[src/rtl/fir_pkg.sv]
// Shared definitions for the time-multiplexed FIR sequencer.
// Holds the default geometry, the sequencer state type and the circular
// buffer index helper used to walk the tap history backwards in time.
package fir_pkg;

  localparam int unsigned DEF_NTAPS  = 9;
  localparam int unsigned DEF_DATA_W = 8;
  localparam int unsigned DEF_COEF_W = 8;
  localparam int unsigned DEF_ACC_W  = 20;

  typedef enum logic [1:0] {
    IDLE,
    MAC,
    OUT
  } fir_seq_state_t;

  // Index of sample x[n-k] when x[n] sits at slot 'base' of an ntaps-deep
  // circular buffer. k is always < ntaps, so a single conditional wrap
  // replaces a general modulo.
  function automatic int unsigned tap_idx(int unsigned base, int unsigned k,
                                          int unsigned ntaps = DEF_NTAPS);
    return (base >= k) ? (base - k) : (base + ntaps - k);
  endfunction

endpackage

[src/rtl/fir_mac_unit.sv]
// Single shared multiply-accumulate for the FIR sequencer.
// Ports:
//   clk, rst  : clock, synchronous active-high reset
//   clr_i     : load zero into the accumulator (wins over en_i)
//   en_i      : add a_i*b_i into the accumulator
//   a_i, b_i  : unsigned operands
//   acc_o     : registered accumulator value
module fir_mac_unit #(
  parameter int unsigned A_W   = 8,
  parameter int unsigned B_W   = 8,
  parameter int unsigned ACC_W = 20
) (
  input  logic             clk,
  input  logic             rst,
  input  logic             clr_i,
  input  logic             en_i,
  input  logic [A_W-1:0]   a_i,
  input  logic [B_W-1:0]   b_i,
  output logic [ACC_W-1:0] acc_o
);

  logic [ACC_W-1:0] acc_q;
  logic [ACC_W-1:0] acc_d;
  logic [ACC_W-1:0] prod;

  // Operands are zero-extended first so the product is formed at full
  // accumulator width; ACC_W is sized so neither product nor sum can wrap.
  // NOTE: every signal written here gets a value before any branch, so the
  // block stays purely combinational and no latch is inferred.
  always_comb begin
    prod  = ACC_W'(a_i) * ACC_W'(b_i);
    acc_d = acc_q;
    if (clr_i) begin
      acc_d = '0;
    end else if (en_i) begin
      acc_d = acc_q + prod;
    end
  end

  // NOTE: state is updated with non-blocking assignments so every flop
  // samples values from before the edge, independent of block ordering.
  always_ff @(posedge clk) begin
    if (rst) begin
      acc_q <= '0;
    end else begin
      acc_q <= acc_d;
    end
  end

  assign acc_o = acc_q;

endmodule

[src/rtl/fir_mac_sequencer.sv]
// Time-multiplexed FIR controller: accepts one sample per handshake into a
// circular tap history, runs NTAPS multiply-accumulate cycles through one
// shared MAC, then presents the full-precision sum on a valid/ready output.
// Ports:
//   clk, rst             : clock, synchronous active-high reset
//   in_valid/in_ready    : sample handshake, data_in is the sample
//   out_valid/out_ready  : result handshake, data_out is the filter sum
//   coef_we/addr/data    : coefficient write port (honoured only when idle)
//   clear                : zero the whole sample history in one cycle
//   busy                 : sequencer is not idle
module fir_mac_sequencer
  import fir_pkg::*;
#(
  parameter  int unsigned NTAPS  = DEF_NTAPS,
  parameter  int unsigned DATA_W = DEF_DATA_W,
  parameter  int unsigned COEF_W = DEF_COEF_W,
  parameter  int unsigned ACC_W  = DEF_ACC_W,
  localparam int unsigned AW     = $clog2(NTAPS)
) (
  input  logic              clk,
  input  logic              rst,
  input  logic              in_valid,
  output logic              in_ready,
  input  logic [DATA_W-1:0] data_in,
  output logic              out_valid,
  input  logic              out_ready,
  output logic [ACC_W-1:0]  data_out,
  input  logic              coef_we,
  input  logic [AW-1:0]     coef_addr,
  input  logic [COEF_W-1:0] coef_data,
  input  logic              clear,
  output logic              busy
);

  fir_seq_state_t state_q, state_d;

  logic [DATA_W-1:0] hist_q [NTAPS];
  logic [COEF_W-1:0] coef_q [NTAPS];
  logic [AW-1:0]     wptr_q;
  logic [AW-1:0]     base_q;
  logic [AW-1:0]     k_q, k_d;
  logic [ACC_W-1:0]  dout_q;
  logic [ACC_W-1:0]  acc;
  logic [AW-1:0]     rd_idx;
  logic              accept;
  logic              handshake;
  logic              mac_clr;
  logic              mac_en;
  logic              idle_ready;

  // History slot holding x[n-k] for the tap currently being accumulated.
  assign rd_idx = AW'(tap_idx(32'(base_q), 32'(k_q), NTAPS));

  always_comb begin
    state_d    = state_q;
    k_d        = k_q;
    idle_ready = !coef_we && !clear;
    in_ready   = 1'b0;
    out_valid  = 1'b0;
    accept     = 1'b0;
    handshake  = 1'b0;
    mac_clr    = 1'b0;
    mac_en     = 1'b0;
    unique case (state_q)
      IDLE: begin
        in_ready = idle_ready;
        if (in_valid && idle_ready) begin
          accept  = 1'b1;
          mac_clr = 1'b1;
          k_d     = '0;
          state_d = MAC;
        end
      end
      MAC: begin
        mac_en = 1'b1;
        if (k_q == AW'(NTAPS - 1)) begin
          state_d = OUT;
        end else begin
          k_d = k_q + AW'(1);
        end
      end
      OUT: begin
        out_valid = 1'b1;
        if (out_ready) begin
          handshake = 1'b1;
          state_d   = IDLE;
        end
      end
      default: state_d = IDLE;
    endcase
  end

  // NOTE: history and coefficients are small flop arrays rather than RAM
  // macros, so they can and must be reset to zero alongside the control state.
  always_ff @(posedge clk) begin
    if (rst) begin
      for (int i = 0; i < int'(NTAPS); i++) begin
        hist_q[i] <= '0;
        coef_q[i] <= '0;
      end
      state_q <= IDLE;
      wptr_q  <= '0;
      base_q  <= '0;
      k_q     <= '0;
      dout_q  <= '0;
    end else begin
      state_q <= state_d;
      k_q     <= k_d;
      // Coefficient write beats clear, which beats a sample; both are
      // ignored outside IDLE, and out-of-range addresses are dropped.
      if (state_q == IDLE && coef_we) begin
        if (32'(coef_addr) < NTAPS) begin
          coef_q[coef_addr] <= coef_data;
        end
      end else if (state_q == IDLE && clear) begin
        for (int i = 0; i < int'(NTAPS); i++) begin
          hist_q[i] <= '0;
        end
      end
      if (accept) begin
        hist_q[wptr_q] <= data_in;
        base_q         <= wptr_q;
        wptr_q         <= (wptr_q == AW'(NTAPS - 1)) ? '0 : wptr_q + AW'(1);
      end
      // The result is captured at consumption so data_out survives the
      // accumulator clear of the next accepted sample.
      if (handshake) begin
        dout_q <= acc;
      end
    end
  end

  fir_mac_unit #(
    .A_W   (DATA_W),
    .B_W   (COEF_W),
    .ACC_W (ACC_W)
  ) u_mac (
    .clk   (clk),
    .rst   (rst),
    .clr_i (mac_clr),
    .en_i  (mac_en),
    .a_i   (hist_q[rd_idx]),
    .b_i   (coef_q[k_q]),
    .acc_o (acc)
  );

  // While presenting, the accumulator is frozen and is the result itself.
  assign data_out = (state_q == OUT) ? acc : dout_q;
  assign busy     = (state_q != IDLE);

endmodule

[config.mk]
export PLATFORM = sky130hd
export DESIGN_NAME = fir_mac_sequencer
export DESIGN_NICKNAME = d
export VERILOG_FILES = /design/src/rtl/fir_pkg.sv /design/src/rtl/fir_mac_unit.sv /design/src/rtl/fir_mac_sequencer.sv
export SDC_FILE = /design/constraint.sdc
export NUM_CORES = 1
export LEC_CHECK = 0
export ABC_AREA = 0
export ABC_CLOCK_PERIOD_IN_PS = 21300
export CORE_UTILIZATION = 45
export DETAILED_ROUTE_END_ITERATION = 8
export GPL_TIMING_DRIVEN = 0
export SLEW_MARGIN = 20
export SYNTH_ARGS = -nofsm -noshare
export SYNTH_HDL_FRONTEND = slang
export SYNTH_SLANG_ARGS = --single-unit
[constraint.sdc]
create_clock -name clk -period 21.3 [get_ports clk]
set_clock_uncertainty 0.2 [all_clocks]
set_input_delay 2.13 -clock clk [delete_from_list [all_inputs] [get_ports clk]]
set_output_delay 2.13 -clock clk [all_outputs]
set_load 0.005 [all_outputs]
==> results of run 1 <==
-- worst paths after layout --
| path | slack [ps] | end | depth (start not counted) |
|---|---|---|---|
| setup / recovery | 13150 | u_mac.acc_o[19]$_SDFFE_PP0P_ | 28 |
| hold / removal | 250 | dout_q[12]$_SDFFE_PP0P_ | 2 |
| setup reg to reg | 13150 | u_mac.acc_o[19]$_SDFFE_PP0P_ | 28 |
| hold reg to reg | 250 | dout_q[12]$_SDFFE_PP0P_ | 2 |
-- worst max-delay path, delay by kind of cell, from the launching register on --
| kind | cells | cell delay, ps |
|---|---|---|
| adders and majority gates | 8 | 3270 |
| buffers and inverters | 8 | 730 |
| DFF | 1 | 420 |
| xor gates and xnor gates | 1 | 180 |
| and+or+nand+nor | 4 | 1090 |
| AOI/OAI and AO/OA | 7 | 2180 |
-- power groups by stage --
stage	Sequential (uW)	Combinational, uW	Clock (uW)
3_3_place_gp	707	206	0
2_1_floorplan	704	146	0
5_1_grt	697	236	612
3_5_place_dp	708	209	0
4_1_cts	695	210	590
6_report	695	207	579
-- cell families (layout without fill, tap and decap cells) --
group	after synthesis	after routing
other cells	1	56
flops	314	314
mux	60	60
xor+xnor	18	18
compound gates	175	175
fa+ha+maj	107	107
buf+inv	157	268
simple gates	446	446
-- flip-flops by register name, summed over array words and instances, names as in the netlist, named ones only --
| register | flops |
|---|---|
| coef_q | 128 |
| hist_q | 128 |
| k_q | 4 |
| u_mac.acc_o | 20 |
| dout_q | 20 |
| state_q | 2 |
| base_q | 4 |
| wptr_q | 4 |
-- per-stage QoR --
step	hold slack (ps)	util, %	worst slack, ps	total power [uW]
3_3_place_gp	240	49.7	13260	913
4_1_cts	255	52.9	13100	1500
6_report	251	52.9	13150	1480
5_1_grt	272	52.9	12670	1540
3_5_place_dp	247	49.7	13110	917
2_1_floorplan	234	-	14230	850
-- area by class of cell --
cell class,count,area (um^2)
sequential,314,8850
multi-input combinational,862,6730
clock inverter,15,114
timing repair buffer,48,480
tap,455,569
buffer,51,275
inverter,106,398
clock buffer,48,997
fill,2982,16400
-- cells in the final DEF, fill, tap and decap left out, types with 12 or more instances in the layout --
cell and instances:
edfxtp_1 256, and2_1 191, nand2_1 121, inv_1 105, o22ai_1 64, dfxtp_1 58
conb_1 56, ha_1 54, a21oi_1 53, fa_1 53, clkdlybuf4s50_1 48, mux4_2 40
nor2_1 40, clkbuf_16 37, clkbuf_1 36, nor3_1 36, mux2_2 20, o21ai_0 13
nand3_1 13, or2_2 12
-- layer usage --
metal,GRT usage [%],share of wire [%],routed length [um]
met1,27.7,45,16100
met2,34.6,49,17400
met3,2.50,4.2,1500
met4,5.29,1.8,623
met5,0,0,0
-- cells in the mapped netlist, types with 5 or more instances --
| library cell | count | share of area, % |
|---|---|---|
| a21o_1 | 8 | 0.37 |
| a21oi_1 | 53 | 1.7 |
| and2_1 | 191 | 7.5 |
| buf_1 | 6 | 0.14 |
| buf_2 | 7 | 0.22 |
| buf_6 | 10 | 0.70 |
| clkbuf_1 | 28 | 0.66 |
| dfxtp_1 | 58 | 7.2 |
| edfxtp_1 | 256 | 48 |
| fa_1 | 53 | 6.6 |
| ha_1 | 54 | 4.2 |
| inv_1 | 105 | 2.5 |
| mux2_2 | 20 | 1.4 |
| mux4_2 | 40 | 5.6 |
| nand2_1 | 121 | 2.8 |
| nand2b_1 | 5 | 0.20 |
| nand3_1 | 13 | 0.41 |
| nor2_1 | 40 | 0.94 |
| nor3_1 | 37 | 1.2 |
| o21ai_0 | 20 | 0.62 |
| o22ai_1 | 64 | 2.5 |
| or2_2 | 12 | 0.47 |
| or4_1 | 10 | 0.47 |
| xnor2_1 | 8 | 0.44 |
| xor2_1 | 10 | 0.55 |
==> metrics.cfg, run 1 <==
[setup_path]
cp-startpoint=base_q[1]$_SDFFE_PP0P_
crit-reg2reg-launch=base_q[1]$_SDFFE_PP0P_
cpMostUsedCell=inv_1
required_ps=21490
cp-start-kind=register
critical_path_class=reg -> reg
slowest_stage=a32oi_1
cp.arrival_ps=8340
critPathCaptureType=register
cp_slowest_stage_delay_ps=820
worstPathMaxFanout=8

[layout]
design_area_um2=18400
layout-drive-gt1-share_pct=10.7
antenna_cells=0
layout.nets=1551
instances_no_fill=1899
syn2layout_area_growth_pct=14.8

[clock_network]
cts_made_buffers=35
root_buffer=clkbuf_16
post_cts_buffers=0
cts.repair.resized=0
cts_tree=done
htree_levels=2
cts_buffer_depth=3
clock_latency_ps=520
clkTransAtPathRegs_ps=60
holdBufCountCts=0
clkSinkCount=314

[power_and_ir_drop]
p_clk_share_pct=39.1
p_switching_uw=372
combPwrFrac_pct=14.0
ir_worst_vdd_v=0.0000671
swShare_pct=25.1
p_per_area_nw_per_um2=80.4
sequentialPowerShare_pct=46.9
leakage_uw=0.00709
intPower_uw=1110

[synth]
synthFlopType=edfxtp_1
yosysUniqueCellTypes=59
synth_mux_area_share_pct=7.02
syn_avg_cell_area_um2=12.5
synthAdderAreaFrac_pct=10.8
synth_edf_count=256
yosysSeqAreaShare_pct=55.2
async_flop_share_pct=0
synth_top_family_by_area=simple AND/OR/NAND/NOR gates
synth-seq-cells=314
synth_compound_area_share_pct=7.08
synth_warnings=0
synth_xor_area_share_pct=0.983
postSynthCellCount=1278
synth-simple-area-share_pct=14.7
syn_area_um2=16000

[sta]
drv_slew=0
rsz0062_at_grt=false
worst_slew_pin_slew_ps=1070
hold_viol=0
post-route-min-period_ps=8150
setup_tns_ps=0
finalCritPeriodShare_pct=38.3
slew_headroom_pct=28.4
setup_viol=0
clock.fmax_mhz=123

[routing]
ant_nets=0
wl_um=35600
routed_via_density=5.28
drt_pass1_iterations=5
avgRoutedWirePerCell_um=18.7
drc=0
vias=10000
drt-initial-drc-count=711

[floorplanning]
core_um2=34800
die_h_um=191
fp.dieW_um=191
num_rows=68
io_pins=49
initial_core_util_pct=46.1
dieArea_um2=36400

[global_routing]
grt_start_max_net_pins=17
antenna_found_initial=0
grt_overflow=0
grt_pass1_wl_um=56400
gr-usage-all-layers_pct=20.4
grt_pass1_vias=10200

[placed_design]
place.port_buffers=48
place_area_um2=17300
gp_congestion=0.820
dp_cells=1836
dp_hpwl_um=25500

[status]
outcome=finished clean

[flow_run]
maxCapViolations=0

[worst_hold_path]
hp-start=dout_q[12]$_SDFFE_PP0P_
holdCritPathClass=reg -> reg

Power figures use the tool's default switching activity.
==> run 2: changes to the inputs <==
--- a/config.mk
+++ b/config.mk
@@ -6,7 +6,7 @@
 export NUM_CORES = 1
 export LEC_CHECK = 0
 export ABC_AREA = 0
-export ABC_CLOCK_PERIOD_IN_PS = 21300
+export ABC_CLOCK_PERIOD_IN_PS = 8200
 export CORE_UTILIZATION = 45
 export DETAILED_ROUTE_END_ITERATION = 8
 export GPL_TIMING_DRIVEN = 0
==> constraint.sdc (replaced) <==
create_clock -name clk -period 8.2 [get_ports clk]
set_clock_uncertainty 0.2 [all_clocks]
set_input_delay 0.82 -clock clk [delete_from_list [all_inputs] [get_ports clk]]
set_output_delay 0.82 -clock clk [all_outputs]
set_load 0.005 [all_outputs]
==> metrics.cfg, run 2 (synthesis results as in run 1) <==
[clock_network]
cts_made_buffers=35  ; unchanged
htree_levels=2  ; unchanged
clkTransAtPathRegs_ps=60  ; about the same
clock_latency_ps=520  ; about the same
clkSinkCount=314  ; unchanged
root_buffer=clkbuf_16  ; unchanged
cts_buffer_depth=3  ; unchanged
cts_tree=done  ; unchanged
post_cts_buffers=0  ; unchanged

[floorplanning]
io_pins=49  ; unchanged
num_rows=68  ; unchanged
die_h_um=191  ; unchanged
initial_core_util_pct=46.1  ; unchanged
dieArea_um2=36400  ; unchanged
fp.dieW_um=191  ; unchanged
core_um2=34800  ; unchanged

[setup_path]
required_ps=8430  ; was 21490 ps
cp.arrival_ps=8070  ; was 8340 ps
crit-reg2reg-launch=k_q[0]$_SDFFE_PP0P_  ; was base_q[1]$_SDFFE_PP0P_
critPathCaptureType=register  ; unchanged
r2r_slack_ps=370  ; was 13150 ps
critical_path_class=reg -> reg  ; unchanged
slowest_stage=or4_1  ; was a32oi_1
ff2ff_path_depth=29  ; was 28
cp-startpoint=k_q[0]$_SDFFE_PP0P_  ; was base_q[1]$_SDFFE_PP0P_
cp-endpoint=u_mac.acc_o[19]$_SDFFE_PP0P_  ; unchanged
rr_endpoint=u_mac.acc_o[19]$_SDFFE_PP0P_  ; unchanged
cp_slowest_stage_delay_ps=550  ; was 820 ps
cp-start-kind=register  ; unchanged
worstPathMaxFanout=10  ; was 8

[placed_design]
dp_hpwl_um=25500  ; unchanged
place_ws_ps=11.7  ; was 13110 ps
gp_congestion=0.820  ; unchanged
place_area_um2=17300  ; unchanged
place.port_buffers=48  ; unchanged

[layout]
layout.nets=1551  ; unchanged
antenna_cells=0  ; unchanged
syn2layout_area_growth_pct=15.0  ; was 14.8%
layout.cells.most_common=edfxtp_1  ; unchanged
design_area_um2=18400  ; about the same
top_regs=coef_q (128), hist_q (128)  ; unchanged
layout-drive-gt1-share_pct=11.1  ; was 10.7%
final_cell_mix=edfxtp_1 (256), and2_1 (191), nand2_1 (121)  ; unchanged

[routing]
routed_via_density=5.30  ; was 5.28
wl_um=35700  ; was 35600 um
vias=10100  ; was 10000
avgRoutedWirePerCell_um=18.8  ; was 18.7 um
drt_pass1_iterations=5  ; unchanged
drt-initial-drc-count=666  ; was 711
drc=0  ; unchanged
ant_nets=0  ; unchanged

[power_and_ir_drop]
p_per_area_nw_per_um2=209  ; was 80.4 nW/um^2
ir_worst_vdd_v=0.000175  ; was 0.0000671 V
power_uw=3850  ; was 1480 uW
leakage_uw=0.00709  ; about the same

[global_routing]
grt_pass1_vias=10200  ; about the same
gr-usage-all-layers_pct=20.4  ; about the same
grt_pass1_wl_um=56500  ; was 56400 um
grt_start_max_net_pins=17  ; unchanged
antenna_found_initial=0  ; unchanged
grt_overflow=0  ; unchanged

[worst_hold_path]
holdCritPathClass=reg -> reg  ; unchanged
min_path_cells=2  ; unchanged

[status]
outcome=finished clean  ; unchanged

[sta]
worst_slew_pin_slew_ps=1050  ; was 1070 ps
setup_tns_ps=0  ; unchanged
hold_viol=0  ; unchanged
clock.fmax_mhz=128  ; was 123 MHz
drv_slew=0  ; unchanged
setup_viol=0  ; unchanged
slew_headroom_pct=29.2  ; was 28.4%
post-route-min-period_ps=7830  ; was 8150 ps
rsz0062_at_grt=false  ; unchanged
postLayoutSetupSlackWorst_ps=367  ; was 13150 ps
finalCritPeriodShare_pct=95.5  ; was 38.3%

[flow_run]
maxCapViolations=0  ; unchanged

-- run 2: cell type report --
type                       count  area (um^2)
multi-input combinational    862         6750
buffer                        51          275
inverter                     106          398
fill                        2982        16400
timing repair buffer          48          480
tap                          455          569
sequential                   314         8850
clock buffer                  48          997
clock inverter                15          114
-- run 2: metrics by stage --
step           cells  hold WS [ps]  util [%]
5_1_grt         1899           272      53.0
6_report        1899           251      53.0
3_3_place_gp    1836           240      49.7
2_1_floorplan   1333           234         -
4_1_cts         1899           255      52.9
3_5_place_dp    1836           247      49.7
-- run 2: worst max-delay path: cells and delay by family, from the launching register on --
family	cells	cell delay, ps
fa+ha+maj	7	2920
compound gates	8	1840
simple gates	6	1510
buf+inv	8	910
flops	1	380
-- run 2: where the power goes --
group          internal (uW)  total, uW  switching [uW]  leakage (uW)
Combinational            209        542             333       0.00350
Clock                    887       1500             616      0.000534
Sequential              1780       1810            20.7       0.00306
Total                   2880       3850             969       0.00709
-- run 2: per-layer routing --
metal | GRT usage, % | routed length (um) | vias up
li1 | - | - | 4778
met1 | 27.7 | 16000 | 4984
met2 | 34.7 | 17500 | 253
met3 | 2.50 | 1640 | 44
met4 | 5.29 | 602 | 0
met5 | 0 | 0 | -
-- run 2: timing repair --
item	CTS	global route
gates resized for setup	1	5
hold endpoints to repair	0	0
hold buffers	0	0
cloned	0	0
setup endpoints to repair	1	3
-- run 2: how the worst min path moves through the flow --
stage,startpoint,to
after global placement,dout_q[3]$_SDFFE_PP0P_,dout_q[3]$_SDFFE_PP0P_
after detailed placement,dout_q[0]$_SDFFE_PP0P_,dout_q[0]$_SDFFE_PP0P_
final,dout_q[12]$_SDFFE_PP0P_,dout_q[12]$_SDFFE_PP0P_
after global routing,dout_q[7]$_SDFFE_PP0P_,dout_q[7]$_SDFFE_PP0P_
after floorplan,dout_q[0]$_SDFFE_PP0P_,dout_q[0]$_SDFFE_PP0P_
after CTS,dout_q[0]$_SDFFE_PP0P_,dout_q[0]$_SDFFE_PP0P_
==> run 3: changes to the inputs <==
--- a/config.mk
+++ b/config.mk
@@ -10,6 +10,7 @@
 export CORE_UTILIZATION = 45
 export DETAILED_ROUTE_END_ITERATION = 8
 export GPL_TIMING_DRIVEN = 0
+export PLACE_DENSITY = 0.68
 export SLEW_MARGIN = 20
 export SYNTH_ARGS = -nofsm -noshare
 export SYNTH_HDL_FRONTEND = slang
==> metrics.cfg, run 3 (synthesis results as in run 1) <==
[status]
outcome=finished clean  ; unchanged

[sta]
worst_slew_pin_slew_ps=1090  ; was 1050 ps
slew_headroom_pct=27.0  ; was 29.2%
finalCritPeriodShare_pct=95.7  ; was 95.5%
drv_slew=0  ; unchanged
rsz0062_at_grt=false  ; unchanged
setup_tns_ps=0  ; unchanged
clock.fmax_mhz=127  ; was 128 MHz
postLayoutSetupSlackWorst_ps=353  ; was 367 ps
setup_viol=0  ; unchanged
hold_viol=0  ; unchanged
hold_ws_ps=254  ; was 251 ps
post-route-min-period_ps=7850  ; was 7830 ps

[power_and_ir_drop]
swShare_pct=24.8  ; was 25.2%
combPwrFrac_pct=14.3  ; was 14.1%
p_clk_share_pct=38.0  ; was 39.0%
ir_worst_vdd_v=0.000165  ; was 0.000175 V
sequentialPowerShare_pct=47.7  ; was 46.9%
p_switching_uw=939  ; was 969 uW
power_uw=3780  ; was 3850 uW
p_per_area_nw_per_um2=206  ; was 209 nW/um^2
leakage_uw=0.00706  ; was 0.00709 uW
intPower_uw=2840  ; was 2880 uW

[floorplanning]
io_pins=49  ; unchanged
core_um2=34800  ; unchanged
initial_core_util_pct=46.1  ; unchanged
dieArea_um2=36400  ; unchanged
die_h_um=191  ; unchanged
num_rows=68  ; unchanged
fp.dieW_um=191  ; unchanged

[layout]
antenna_cells=0  ; unchanged
layout.nets=1547  ; was 1551
top_regs=coef_q (128), hist_q (128)  ; unchanged
layout-drive-gt1-share_pct=10.9  ; was 11.1%
syn2layout_area_growth_pct=14.4  ; was 15.0%
n_fill_cell=2923  ; was 2982
final_cell_mix=edfxtp_1 (256), and2_1 (191), nand2_1 (121)  ; unchanged
design_area_um2=18400  ; about the same
layout.cells.most_common=edfxtp_1  ; unchanged

[global_routing]
antenna_found_initial=0  ; unchanged
gr-usage-all-layers_pct=20.3  ; was 20.4%
grt_pass1_wl_um=56500  ; about the same
grt_use_met3_pct=2.80  ; was 2.50%
grt_start_max_net_pins=17  ; unchanged
met2_usage_pct=34.3  ; was 34.7%
met1_usage_pct=26.8  ; was 27.7%
busiest_layer=met2  ; unchanged
grt_overflow=0  ; unchanged
grt_pass1_vias=10300  ; was 10200

[routing]
ant_nets=0  ; unchanged
wl_um=35500  ; was 35700 um
drt_pass1_iterations=5  ; unchanged
avgRoutedWirePerCell_um=18.8  ; about the same
drc=0  ; unchanged
vias=10200  ; was 10100
routed_via_density=5.38  ; was 5.30
drt-initial-drc-count=819  ; was 666

[placed_design]
place.port_buffers=48  ; unchanged
gp_congestion=0.863  ; was 0.820
place_area_um2=17300  ; unchanged
place_ws_ps=154  ; was 11.7 ps
dp_hpwl_um=25100  ; was 25500 um

[clock_network]
clock_latency_ps=560  ; was 520 ps
cts_buffer_depth=3  ; unchanged
holdBufCountCts=0  ; unchanged
cts.repair.resized=0  ; was 1
cts_made_buffers=31  ; was 35
clkTransAtPathRegs_ps=70  ; was 60 ps
htree_levels=1  ; was 2
clkSinkCount=314  ; unchanged
root_buffer=clkbuf_16  ; unchanged
post_cts_buffers=0  ; unchanged
cts_tree=done  ; unchanged

[worst_hold_path]
holdCritPathClass=reg -> reg  ; unchanged
whs_endpoint=dout_q[0]$_SDFFE_PP0P_  ; was dout_q[12]$_SDFFE_PP0P_
hp-start=dout_q[0]$_SDFFE_PP0P_  ; was dout_q[12]$_SDFFE_PP0P_
min_path_cells=2  ; unchanged

[flow_run]
maxCapViolations=0  ; unchanged

[setup_path]
rr_endpoint=u_mac.acc_o[19]$_SDFFE_PP0P_  ; unchanged
ff2ff_path_depth=29  ; unchanged
cp-start-kind=register  ; unchanged
critical_path_class=reg -> reg  ; unchanged
critPathCaptureType=register  ; unchanged
cp_slowest_stage_delay_ps=590  ; was 550 ps
r2r_slack_ps=350  ; was 370 ps
slowest_stage=or4_1  ; unchanged
required_ps=8490  ; was 8430 ps
worstPathMaxFanout=10  ; unchanged
cp.arrival_ps=8130  ; was 8070 ps
crit-reg2reg-launch=k_q[0]$_SDFFE_PP0P_  ; unchanged

[run 3: cell types whose count changed in the layout (fill, tap and decap cells not counted), sizes merged]
cell / before / now
clkbuf: 76 / 69
clkinv: 10 / 6
bufinv: 1 / 4
clkinvlp: 3 / 1
[run 3: worst max-delay path, delay by kind of cell (launching register included)]
| family | cells | cell delay (ps) |
|---|---|---|
| adders and majority gates | 7 | 2900 |
| AOI/OAI and AO/OA | 8 | 1910 |
| and+or+nand+nor | 6 | 1530 |
| buffers and inverters | 8 | 860 |
| DFF | 1 | 380 |
[run 3: how the worst max path moves through the flow]
stage | start | end | slack (ps) | depth (start not counted)
global placement | base_q[1]$_SDFFE_PP0P_ | u_mac.acc_o[19]$_SDFFE_PP0P_ | 220 | 28
detailed placement | base_q[1]$_SDFFE_PP0P_ | u_mac.acc_o[17]$_SDFFE_PP0P_ | 150 | 28
floorplan | base_q[1]$_SDFFE_PP0P_ | u_mac.acc_o[19]$_SDFFE_PP0P_ | 1130 | 28
finish | k_q[0]$_SDFFE_PP0P_ | u_mac.acc_o[19]$_SDFFE_PP0P_ | 350 | 29
CTS | base_q[1]$_SDFFE_PP0P_ | u_mac.acc_o[19]$_SDFFE_PP0P_ | 130 | 28
global route | k_q[0]$_SDFFE_PP0P_ | u_mac.acc_o[19]$_SDFFE_PP0P_ | 10 | 29
[run 3: final cells by class]
cell class	count	area (um^2)	area share, %
tap	455	569	3.10
multi-input combinational	862	6750	36.8
buffer	51	275	1.50
inverter	106	398	2.17
clock buffer	41	853	4.65
timing repair buffer	48	480	2.62
sequential	314	8850	48.2
clock inverter	12	170	0.927
[run 3: per-stage QoR]
step,instances,util (%)
after floorplan,1333,-
after global placement,1836,49.7
after detailed placement,1836,49.7
after CTS,1889,52.6
after global routing,1889,52.7
final,1889,52.7
[run 3: metal layers]
layer / vias up / wire (um)
met5: - / 0
met4: 0 / 1080
met3: 73 / 1920
met2: 268 / 17400
met1: 5051 / 15100
li1: 4763 / -
[run 3: power groups by stage]
stage	logic, uW	clock network (uW)	registers [uW]
floorplan	379	0	1830
global placement	531	0	1840
detailed placement	542	0	1840
CTS	545	1460	1810
global route	618	1520	1810
finish	542	1440	1810
